$ cat config.mk
export PLATFORM = sky130hd
export DESIGN_NAME = pc_sequencer
export DESIGN_NICKNAME = d
export VERILOG_FILES = /design/src/rtl/pc_pkg.sv /design/src/rtl/pc_ras.sv /design/src/rtl/pc_sequencer.sv
export SDC_FILE = /design/constraint.sdc
export NUM_CORES = 1
export LEC_CHECK = 0
export BUFFER_PORTS_ARGS = -buffer_cell sky130_fd_sc_hd__buf_4
export CORE_AREA = 2 2 101 200
export CTS_CLUSTER_SIZE = 30
export DETAILED_ROUTE_END_ITERATION = 12
export DIE_AREA = 0 0 103 202
export PLACE_DENSITY = 0.73
export SYNTH_ARGS = -nofsm -noshare
export SYNTH_HDL_FRONTEND = slang
export SYNTH_SLANG_ARGS = --single-unit
$ cat constraint.sdc
create_clock -name clk -period 5.7 [get_ports clk]
set_clock_uncertainty 0.05 [all_clocks]
set_input_delay 0.57 -clock clk [delete_from_list [all_inputs] [get_ports clk]]
set_output_delay 0.57 -clock clk [all_outputs]
set_load 0.005 [all_outputs]
$ cat src/rtl/pc_pkg.sv
// Shared constants for the fetch-stage program counter sequencer.
// Holds the pc_mode encoding used by pc_sequencer and its testbench.
package pc_pkg;

  localparam logic [2:0] PC_SEQ  = 3'd0;
  localparam logic [2:0] PC_REL  = 3'd1;
  localparam logic [2:0] PC_ABS  = 3'd2;
  localparam logic [2:0] PC_CALL = 3'd3;
  localparam logic [2:0] PC_RET  = 3'd4;

endpackage

$ cat src/rtl/pc_ras.sv
// Circular return-address stack.
// Ports:
//   clk, rst_n : clock, async active-low reset
//   clear_i    : drop all entries (wins over push/pop)
//   push_i     : push data_i; when full, the oldest entry is overwritten
//   pop_i      : pop the top entry; no change when empty
//   top_o      : current top entry
//   full_o     : registered, count == RAS_DEPTH
//   empty_o    : registered, count == 0
//   ovf_o      : one-cycle pulse, push accepted while full
//   unf_o      : one-cycle pulse, pop accepted while empty
module pc_ras #(
  parameter int PC_W      = 32,
  parameter int RAS_DEPTH = 4
) (
  input  logic            clk,
  input  logic            rst_n,
  input  logic            clear_i,
  input  logic            push_i,
  input  logic            pop_i,
  input  logic [PC_W-1:0] data_i,
  output logic [PC_W-1:0] top_o,
  output logic            full_o,
  output logic            empty_o,
  output logic            ovf_o,
  output logic            unf_o
);

  localparam int PW = $clog2(RAS_DEPTH);
  localparam int CW = PW + 1;
  localparam logic [CW-1:0] DEPTH_C = CW'(RAS_DEPTH);

  logic [PC_W-1:0] mem_q [RAS_DEPTH];

  logic [PW-1:0] ptr_q, ptr_d;
  logic [CW-1:0] cnt_q, cnt_d;
  logic          full_q, full_d;
  logic          empty_q, empty_d;
  logic          ovf_q, ovf_d;
  logic          unf_q, unf_d;
  logic          wr_en;

  // ptr_q is the next free slot; when full it also points at the
  // oldest entry, so a push naturally overwrites it.
  always_comb begin
    ptr_d = ptr_q;
    cnt_d = cnt_q;
    ovf_d = 1'b0;
    unf_d = 1'b0;
    wr_en = 1'b0;
    if (clear_i) begin
      ptr_d = '0;
      cnt_d = '0;
    end else if (push_i) begin
      wr_en = 1'b1;
      ptr_d = ptr_q + PW'(1);
      if (full_q) begin
        ovf_d = 1'b1;
      end else begin
        cnt_d = cnt_q + CW'(1);
      end
    end else if (pop_i) begin
      if (empty_q) begin
        unf_d = 1'b1;
      end else begin
        ptr_d = ptr_q - PW'(1);
        cnt_d = cnt_q - CW'(1);
      end
    end
    full_d  = (cnt_d == DEPTH_C);
    empty_d = (cnt_d == '0);
  end

  always_ff @(posedge clk or negedge rst_n) begin
    if (!rst_n) begin
      ptr_q   <= '0;
      cnt_q   <= '0;
      full_q  <= 1'b0;
      empty_q <= 1'b1;
      ovf_q   <= 1'b0;
      unf_q   <= 1'b0;
    end else begin
      ptr_q   <= ptr_d;
      cnt_q   <= cnt_d;
      full_q  <= full_d;
      empty_q <= empty_d;
      ovf_q   <= ovf_d;
      unf_q   <= unf_d;
    end
  end

  // Storage needs no reset: entries are only read while count > 0.
  always_ff @(posedge clk) begin
    if (wr_en) begin
      mem_q[ptr_q] <= data_i;
    end
  end

  assign top_o   = mem_q[ptr_q - PW'(1)];
  assign full_o  = full_q;
  assign empty_o = empty_q;
  assign ovf_o   = ovf_q;
  assign unf_o   = unf_q;

endmodule

$ cat src/rtl/pc_sequencer.sv
// Registered fetch-stage PC with next-PC select and return-address stack.
// Ports: clk, rst_n (async low), stall, flush, pc_mode, jump_steps,
//   jump_target in; pc, ras_full, ras_empty, ras_ovf, ras_unf out.
// Optional: define PC_ALIGN_CHECK_EN to add the misalign output.
module pc_sequencer
  import pc_pkg::*;
#(
  parameter int              PC_W      = 32,
  parameter int              OFF_W     = 32,
  parameter int              STEP      = 4,
  parameter logic [PC_W-1:0] RESET_PC  = '0,
  parameter int              RAS_DEPTH = 4
) (
  input  logic             clk,
  input  logic             rst_n,
  input  logic             stall,
  input  logic             flush,
  input  logic [2:0]       pc_mode,
  input  logic [OFF_W-1:0] jump_steps,
  input  logic [PC_W-1:0]  jump_target,
  output logic [PC_W-1:0]  pc,
  output logic             ras_full,
  output logic             ras_empty,
  output logic             ras_ovf,
  output logic             ras_unf
`ifdef PC_ALIGN_CHECK_EN
  ,
  output logic             misalign
`endif
);

  localparam logic [PC_W-1:0] STEP_W = PC_W'(STEP);

  logic [PC_W-1:0] pc_q, pc_d;
  logic [PC_W-1:0] off_ext;
  logic [PC_W-1:0] seq_pc;
  logic [PC_W-1:0] rel_pc;
  logic [PC_W-1:0] ras_top;
  logic            push;
  logic            pop;

  // Offset is sign-extended when narrower than the PC, truncated when wider.
  generate
    if (OFF_W >= PC_W) begin : g_trunc
      assign off_ext = jump_steps[PC_W-1:0];
    end else begin : g_sext
      assign off_ext = {{(PC_W-OFF_W){jump_steps[OFF_W-1]}}, jump_steps};
    end
  endgenerate

  assign seq_pc = pc_q + STEP_W;
  assign rel_pc = pc_q + off_ext;

  always_comb begin
    pc_d = pc_q;
    push = 1'b0;
    pop  = 1'b0;
    if (flush) begin
      pc_d = jump_target;
    end else if (!stall) begin
      case (pc_mode)
        PC_REL:  pc_d = rel_pc;
        PC_ABS:  pc_d = jump_target;
        PC_CALL: begin
          push = 1'b1;
          pc_d = rel_pc;
        end
        PC_RET: begin
          pop  = 1'b1;
          pc_d = ras_empty ? seq_pc : ras_top;
        end
        default: pc_d = seq_pc;
      endcase
    end
  end

  always_ff @(posedge clk or negedge rst_n) begin
    if (!rst_n) begin
      pc_q <= RESET_PC;
    end else begin
      pc_q <= pc_d;
    end
  end

  pc_ras #(
    .PC_W      (PC_W),
    .RAS_DEPTH (RAS_DEPTH)
  ) u_ras (
    .clk     (clk),
    .rst_n   (rst_n),
    .clear_i (flush),
    .push_i  (push),
    .pop_i   (pop),
    .data_i  (seq_pc),
    .top_o   (ras_top),
    .full_o  (ras_full),
    .empty_o (ras_empty),
    .ovf_o   (ras_ovf),
    .unf_o   (ras_unf)
  );

  assign pc = pc_q;

`ifdef PC_ALIGN_CHECK_EN
  logic misalign_q;
  logic loading;

  // Flags only PCs actually loaded this cycle; a stalled hold is silent.
  assign loading = flush | ~stall;

  always_ff @(posedge clk or negedge rst_n) begin
    if (!rst_n) begin
      misalign_q <= 1'b0;
    end else begin
      misalign_q <= loading && ((pc_d % STEP_W) != '0);
    end
  end

  assign misalign = misalign_q;
`endif

endmodule
# Yosys cells after proc, flatten, opt, wreduce, memory -nomap -nowiden
# Memories as Yosys holds them, arrays and structs flattened.
# Index checks and enable logic that the tools add are counted.
[word_totals]
ff_bits = 41
ram_bits = 128
input_bits = 71
output_inout_bits = 36
elab_cells = 55
n_memories = 1
[mem_list]
columns = ["memory", "depth", "width", "rd", "rd_ports_with_merged_regs", "wr", "line_no", "source"]
rows = [
  ["u_ras.mem_q", 4, 32, 1, 0, 1, "pc_ras.sv:33", "logic [PC_W-1:0] mem_q [RAS_DEPTH];"],
]
[op_classes]
add_sub_neg = 6
n_eq_ne = 7
mux = 30
n_reduce_logical = 4
[op_table]
columns = ["cell", "count"]
rows = [
  ["32-bit two-way mux", 3],
  ["32-bit one-hot mux with 3 select lines", 1],
  ["32-bit by 3-bit adder with 32-bit output, second input constant", 1],
  ["32-bit adder", 1],
  ["1-bit two-way mux", 17],
  ["3-bit two-way mux", 5],
  ["2-bit two-way mux", 4],
  ["3-bit by 2-bit == test with 1-bit output, second input constant", 2],
  ["3-bit == test, second input constant", 2],
  ["3-bit by 1-bit adder with 3-bit output, second input constant", 1],
  ["3-bit by 1-bit == test with 1-bit output, second input constant", 1],
  ["3-bit logical NOT", 1],
  ["3-bit inequality test, second input constant", 1],
  ["3-bit nonzero test", 1],
  ["3-bit by 1-bit subtractor with 3-bit output, second input constant", 1],
  ["2-bit by 1-bit adder with 2-bit output, second input constant", 1],
  ["2-bit by 1-bit inequality test with 1-bit output, second input constant", 1],
  ["2-bit AND reduction", 1],
  ["2-bit OR reduction", 1],
  ["2-bit by 1-bit subtractor with 2-bit output, second input constant", 1],
]

# Depth between registers and ports, before layout
[depth]
word_depth = 8
mapped_depth = 13
mapped_depth_nobuf = 11

# Hierarchy
# From an unflattened synthesis, not the netlist that was laid out.
[hier_totals]
hier_cells = 783
hier_area_um2 = 9462.8
[by_module_without_submodules]
columns = ["module", "instances", "cells_each", "area_each_um2", "seq_area_each_um2"]
rows = [
  ["pc_ras", 1, 218, 5141.2, 4070.2],
  ["pc_sequencer", 1, 565, 4321.6, 800.8],
]

# Least setup slack after synthesis
# Ideal clock, no wire load.
[synth_path]
path_type = "flip-flop to flip-flop"
startpoint = "register u_ras.ptr_q[0]"
endpoint = "register pc_q[15], in the netlist pc[15]"
setup_time_ns = 0.141
arrival_time_ns = 3.039
required_ns = 5.509
setup_slack_ns = 2.471
path_stages_with_launch = 14
n_path_buf = 6
period_less_slack_ns = 3.229
cell_sequence = "dfrtp_1 buf_2 buf_4 buf_2 inv_1 ha_1 clkbuf_1 buf_6 clkbuf_1 mux4_2 a22oi_1 nor3_1 a221oi_1 o211ai_1"
[synth_via]
elab_chain_len = 6
[synth_lines]
columns = ["item", "line_no", "source"]
rows = [
  ["start, declared", "pc_ras.sv:35", "logic [PW-1:0] ptr_q, ptr_d;"],
  ["start signal, assigned", "pc_ras.sv:83", "ptr_q <= ptr_d;"],
  ["2-bit by 1-bit subtractor with 2-bit output", "pc_ras.sv:99", "assign top_o = mem_q[ptr_q - PW'(1)];"],
  ["memory 4 x 32 bit", "n/a", ""],
  ["32-bit two-way mux", "pc_sequencer.sv:70", "pc_d = ras_empty ? seq_pc : ras_top;"],
  ["32-bit one-hot mux with 3 select lines", "pc_sequencer.sv:61", "case (pc_mode)"],
  ["32-bit two-way mux", "pc_sequencer.sv:60", "end else if (!stall) begin"],
  ["32-bit two-way mux", "pc_sequencer.sv:58", "if (flush) begin"],
  ["end signal, assigned", "pc_sequencer.sv:81", "pc_q <= pc_d;"],
  ["end, declared", "pc_sequencer.sv:34", "logic [PC_W-1:0] pc_q, pc_d;"],
]
# Every way passes these cells. The select of a mux whose other input is x is not followed.
# A chain may end at the register's enable or synchronous reset.

# Worst setup path after layout
[layout_path]
startpoint = "register pc_q[0], in the netlist pc[0]"
endpoint = "register pc_q[30], in the netlist pc[30]"
[layout_via]
elab_chain_len = 5
elab_cells_between_ends = 6
cone_classes = "add/sub (2); mux (4)"
[layout_lines]
columns = ["item", "line_no", "source"]
rows = [
  ["32-bit by 3-bit adder with 32-bit output", "pc_sequencer.sv:51", "assign seq_pc = pc_q + STEP_W;"],
  ["32-bit two-way mux", "pc_sequencer.sv:70", ""],
  ["32-bit one-hot mux with 3 select lines (*)", "pc_sequencer.sv:61", ""],
  ["32-bit two-way mux (*)", "pc_sequencer.sv:60", ""],
  ["32-bit two-way mux (*)", "pc_sequencer.sv:58", ""],
]
# Every way passes the cells marked *; elsewhere a longest branch is shown, timed or not. The select of a mux whose other input is x is not followed.

==> results.json <==
{
  "cts_inserted_buffers": 17,
  "fmax_mhz": 284,
  "fin_nets": 1018,
  "path_max_fanout": 7,
  "die_w_um": 103,
  "synthDistinctLibCells": 71,
  "rr_startpoint": "pc[0]",
  "drtIter0Drc": 805,
  "cts_setup_buffers": 0,
  "drtPass1Iterations": 5,
  "syn_area_per_cell_um2": 11.8,
  "routed_via_density": 6.53,
  "syn_area_mm2": 0.00968,
  "cts_tree": "yes",
  "initial_core_util_pct": 50.2,
  "syn_nets": 929,
  "cts.path.max_buffers": 2,
  "startpoint": "pc[0]",
  "arrival_ns": 3.79,
  "ant_nets": 0,
  "post-route-period-util_pct": 61.9,
  "maxCapViolations": 0,
  "root_buffer": "clkbuf_16",
  "synth_top_cell_area_share_pct": 39.7,
  "yosysWarningCount": 0,
  "gp_congestion": 0.938,
  "synth-main-ff-cell": "edfxtp_1",
  "die_h_um": 202,
  "num_rows": 72,
  "cts_max_level": 4,
  "criticalPathCategory": "reg2reg",
  "final_cells": 1180,
  "dp_cells": 1148,
  "grt_usage_pct": 29.7,
  "start_kind": "flop",
  "cellLeakagePower_nw": 4.15,
  "ys_async_sr_fraction_pct": 24.3,
  "r2r_setup_slack_ns": 2.17,
  "grt_setup_unrepaired": "no",
  "num_vias": 7711,
  "finalSetupViolCount": 0,
  "ctsHoldBuffers": 0,
  "hold_viol_final": 0,
  "coreArea_mm2": 0.0193,
  "syn_inst": 819,
  "maxSlewHeadroom_pct": 50.8,
  "first_global_vias": 7705,
  "required_ns": 5.96,
  "power_mw": 3.42,
  "io_pins": 107,
  "avgRoutedWirePerCell_um": 25.5,
  "area_delta_synth_final_pct": 16.4,
  "ir_worst_vdd_mv": 0.208,
  "die_area_mm2": 0.0208,
  "synth_seq_cells": 169,
  "grt_max_degree": 50,
  "synthTopCellsByArea": "edfxtp_1 40%, dfrtp_1 10%, mux4_2 7.4%",
  "cp-end-kind": "flop",
  "reg2reg_depth": 11,
  "worstMarginPinSlew_ns": 0.737,
  "yosysSeqAreaShare_pct": 50.3,
  "drcViolationCount": 0,
  "worstSkewPairLatency_ns": 0.44,
  "min_path_type": "in2async",
  "final_common_cell": "edfxtp_1",
  "gr-total-overflow": 0,
  "grt_pass1_wl_um": 44700,
  "synth_edf_count": 128,
  "drive_gt1_share_pct": 22.9,
  "status": "completed",
  "clk_pin_slew_ns": 0.08,
  "port_buffers": 106,
  "antenna_found_initial": 0,
  "drt-total-wl_um": 30100,
  "antenna_cells": 0,
  "power.density_mw_per_mm2": 303,
  "final_cell_mix": "128 x edfxtp_1, 119 x buf_4, 65 x nand2_1",
  "fin_tns_setup_ns": 0,
  "r2r_end": "pc[30]",
  "post_cts_resized": 0,
  "yosys.area.top_type": "edfxtp_1",
  "period_minus_slack_ns": 3.53,
  "slew_viol_final": 0,
  "dpl.hpwl_um": 21000,
  "clkSinkCount": 169
}
## cell usage after synthesis (7+ instances only)
library cell,number
ha_1,38
clkbuf_1,35
xor2_1,13
xnor2_1,39
nor2_1,56
a221oi_1,14
o211ai_1,7
a21o_1,15
a31oi_1,8
a21oi_1,51
nand3_1,27
and3_1,9
dfrtp_1,40
and2_1,10
nand4_1,11
a211oi_1,9
a221o_1,18
a22oi_1,8
o31ai_1,7
mux2i_1,8
inv_1,17
edfxtp_1,128
nor3_1,9
mux4_2,32
o21ai_0,44
nand2_1,65
## worst max path at each step
stage | end | depth (start not counted)
4_1_cts | pc[30] | 11
3_3_place_gp | pc[30] | 12
5_1_grt | pc[30] | 11
6_report | pc[30] | 11
2_1_floorplan | pc[15] | 13
3_5_place_dp | pc[30] | 12
## per-stage QoR
| step | hold WS (ns) | setup slack (ns) | utilization (%) | cell area (um2) |
|---|---|---|---|---|
| after CTS | 0.121 | 2.24 | 58.5 | 11300 |
| after global routing | 0.128 | 1.97 | 58.5 | 11300 |
| after floorplan | 0.224 | 2.47 | - | 9680 |
| after global placement | 0.474 | 2.19 | 55.3 | 10700 |
| after detailed placement | 0.479 | 2.12 | 55.3 | 10700 |
| final | 0.0952 | 2.17 | 58.5 | 11300 |
## kinds of logic after synthesis
kind of cell | share of synthesized area (%)
compound gates | 16.2
fa+ha+maj | 5.12
buf+inv | 3.22
simple gates | 11.7
flops | 50.3
mux | 8.51
xor+xnor | 4.87
## power by group
group | total [mW] | internal (mW) | switching [mW]
clock network | 1.18 | 0.630 | 0.550
registers | 1.48 | 1.39 | 0.0949
logic | 0.755 | 0.309 | 0.446
total | 3.42 | 2.32 | 1.09
## layer usage
layer / track usage, % / wire length, um / part of all wire [%] / vias to the layer above
met4: 20.3 / 2450 / 8.2 / 0
met1: 32.5 / 9650 / 32 / 3752
met3: 4.05 / 2110 / 7.0 / 141
met5: 0 / 0 / 0 / -
met2: 51.6 / 15900 / 53 / 452
li1: - / - / - / 3366
## area by class of cell
| type | instances | area [um2] |
|---|---|---|
| clock buffers | 18 | 429 |
| fillers | 1683 | 8010 |
| flip-flops and latches | 169 | 4870 |
| repair buffers | 119 | 893 |
| inverters | 17 | 63.8 |
| well taps | 259 | 324 |
| multi-input cells | 584 | 4510 |
| clock inverters | 14 | 179 |
## worst max-delay path, stage by stage (launching register included)
cell and delay (ns):
dfrtp_1 0.44, ha_1 0.23, inv_1 0.06, fa_1 0.39
nand2b_1 0.20, a21oi_1 0.49, o21ai_0 0.30, a2111oi_2 0.50
nor3_1 0.11, a211oi_1 0.30, mux2i_1 0.23, o211ai_1 0.10
## flip-flops by register name (all words and copies together), names as in the netlist
signal and flops:
pc 32, u_ras.cnt_q 3, u_ras.empty_o 1, u_ras.full_o 1, u_ras.mem_q 128, u_ras.ovf_o 1
u_ras.ptr_q 2, u_ras.unf_o 1
(Power assumes the default switching activity.)
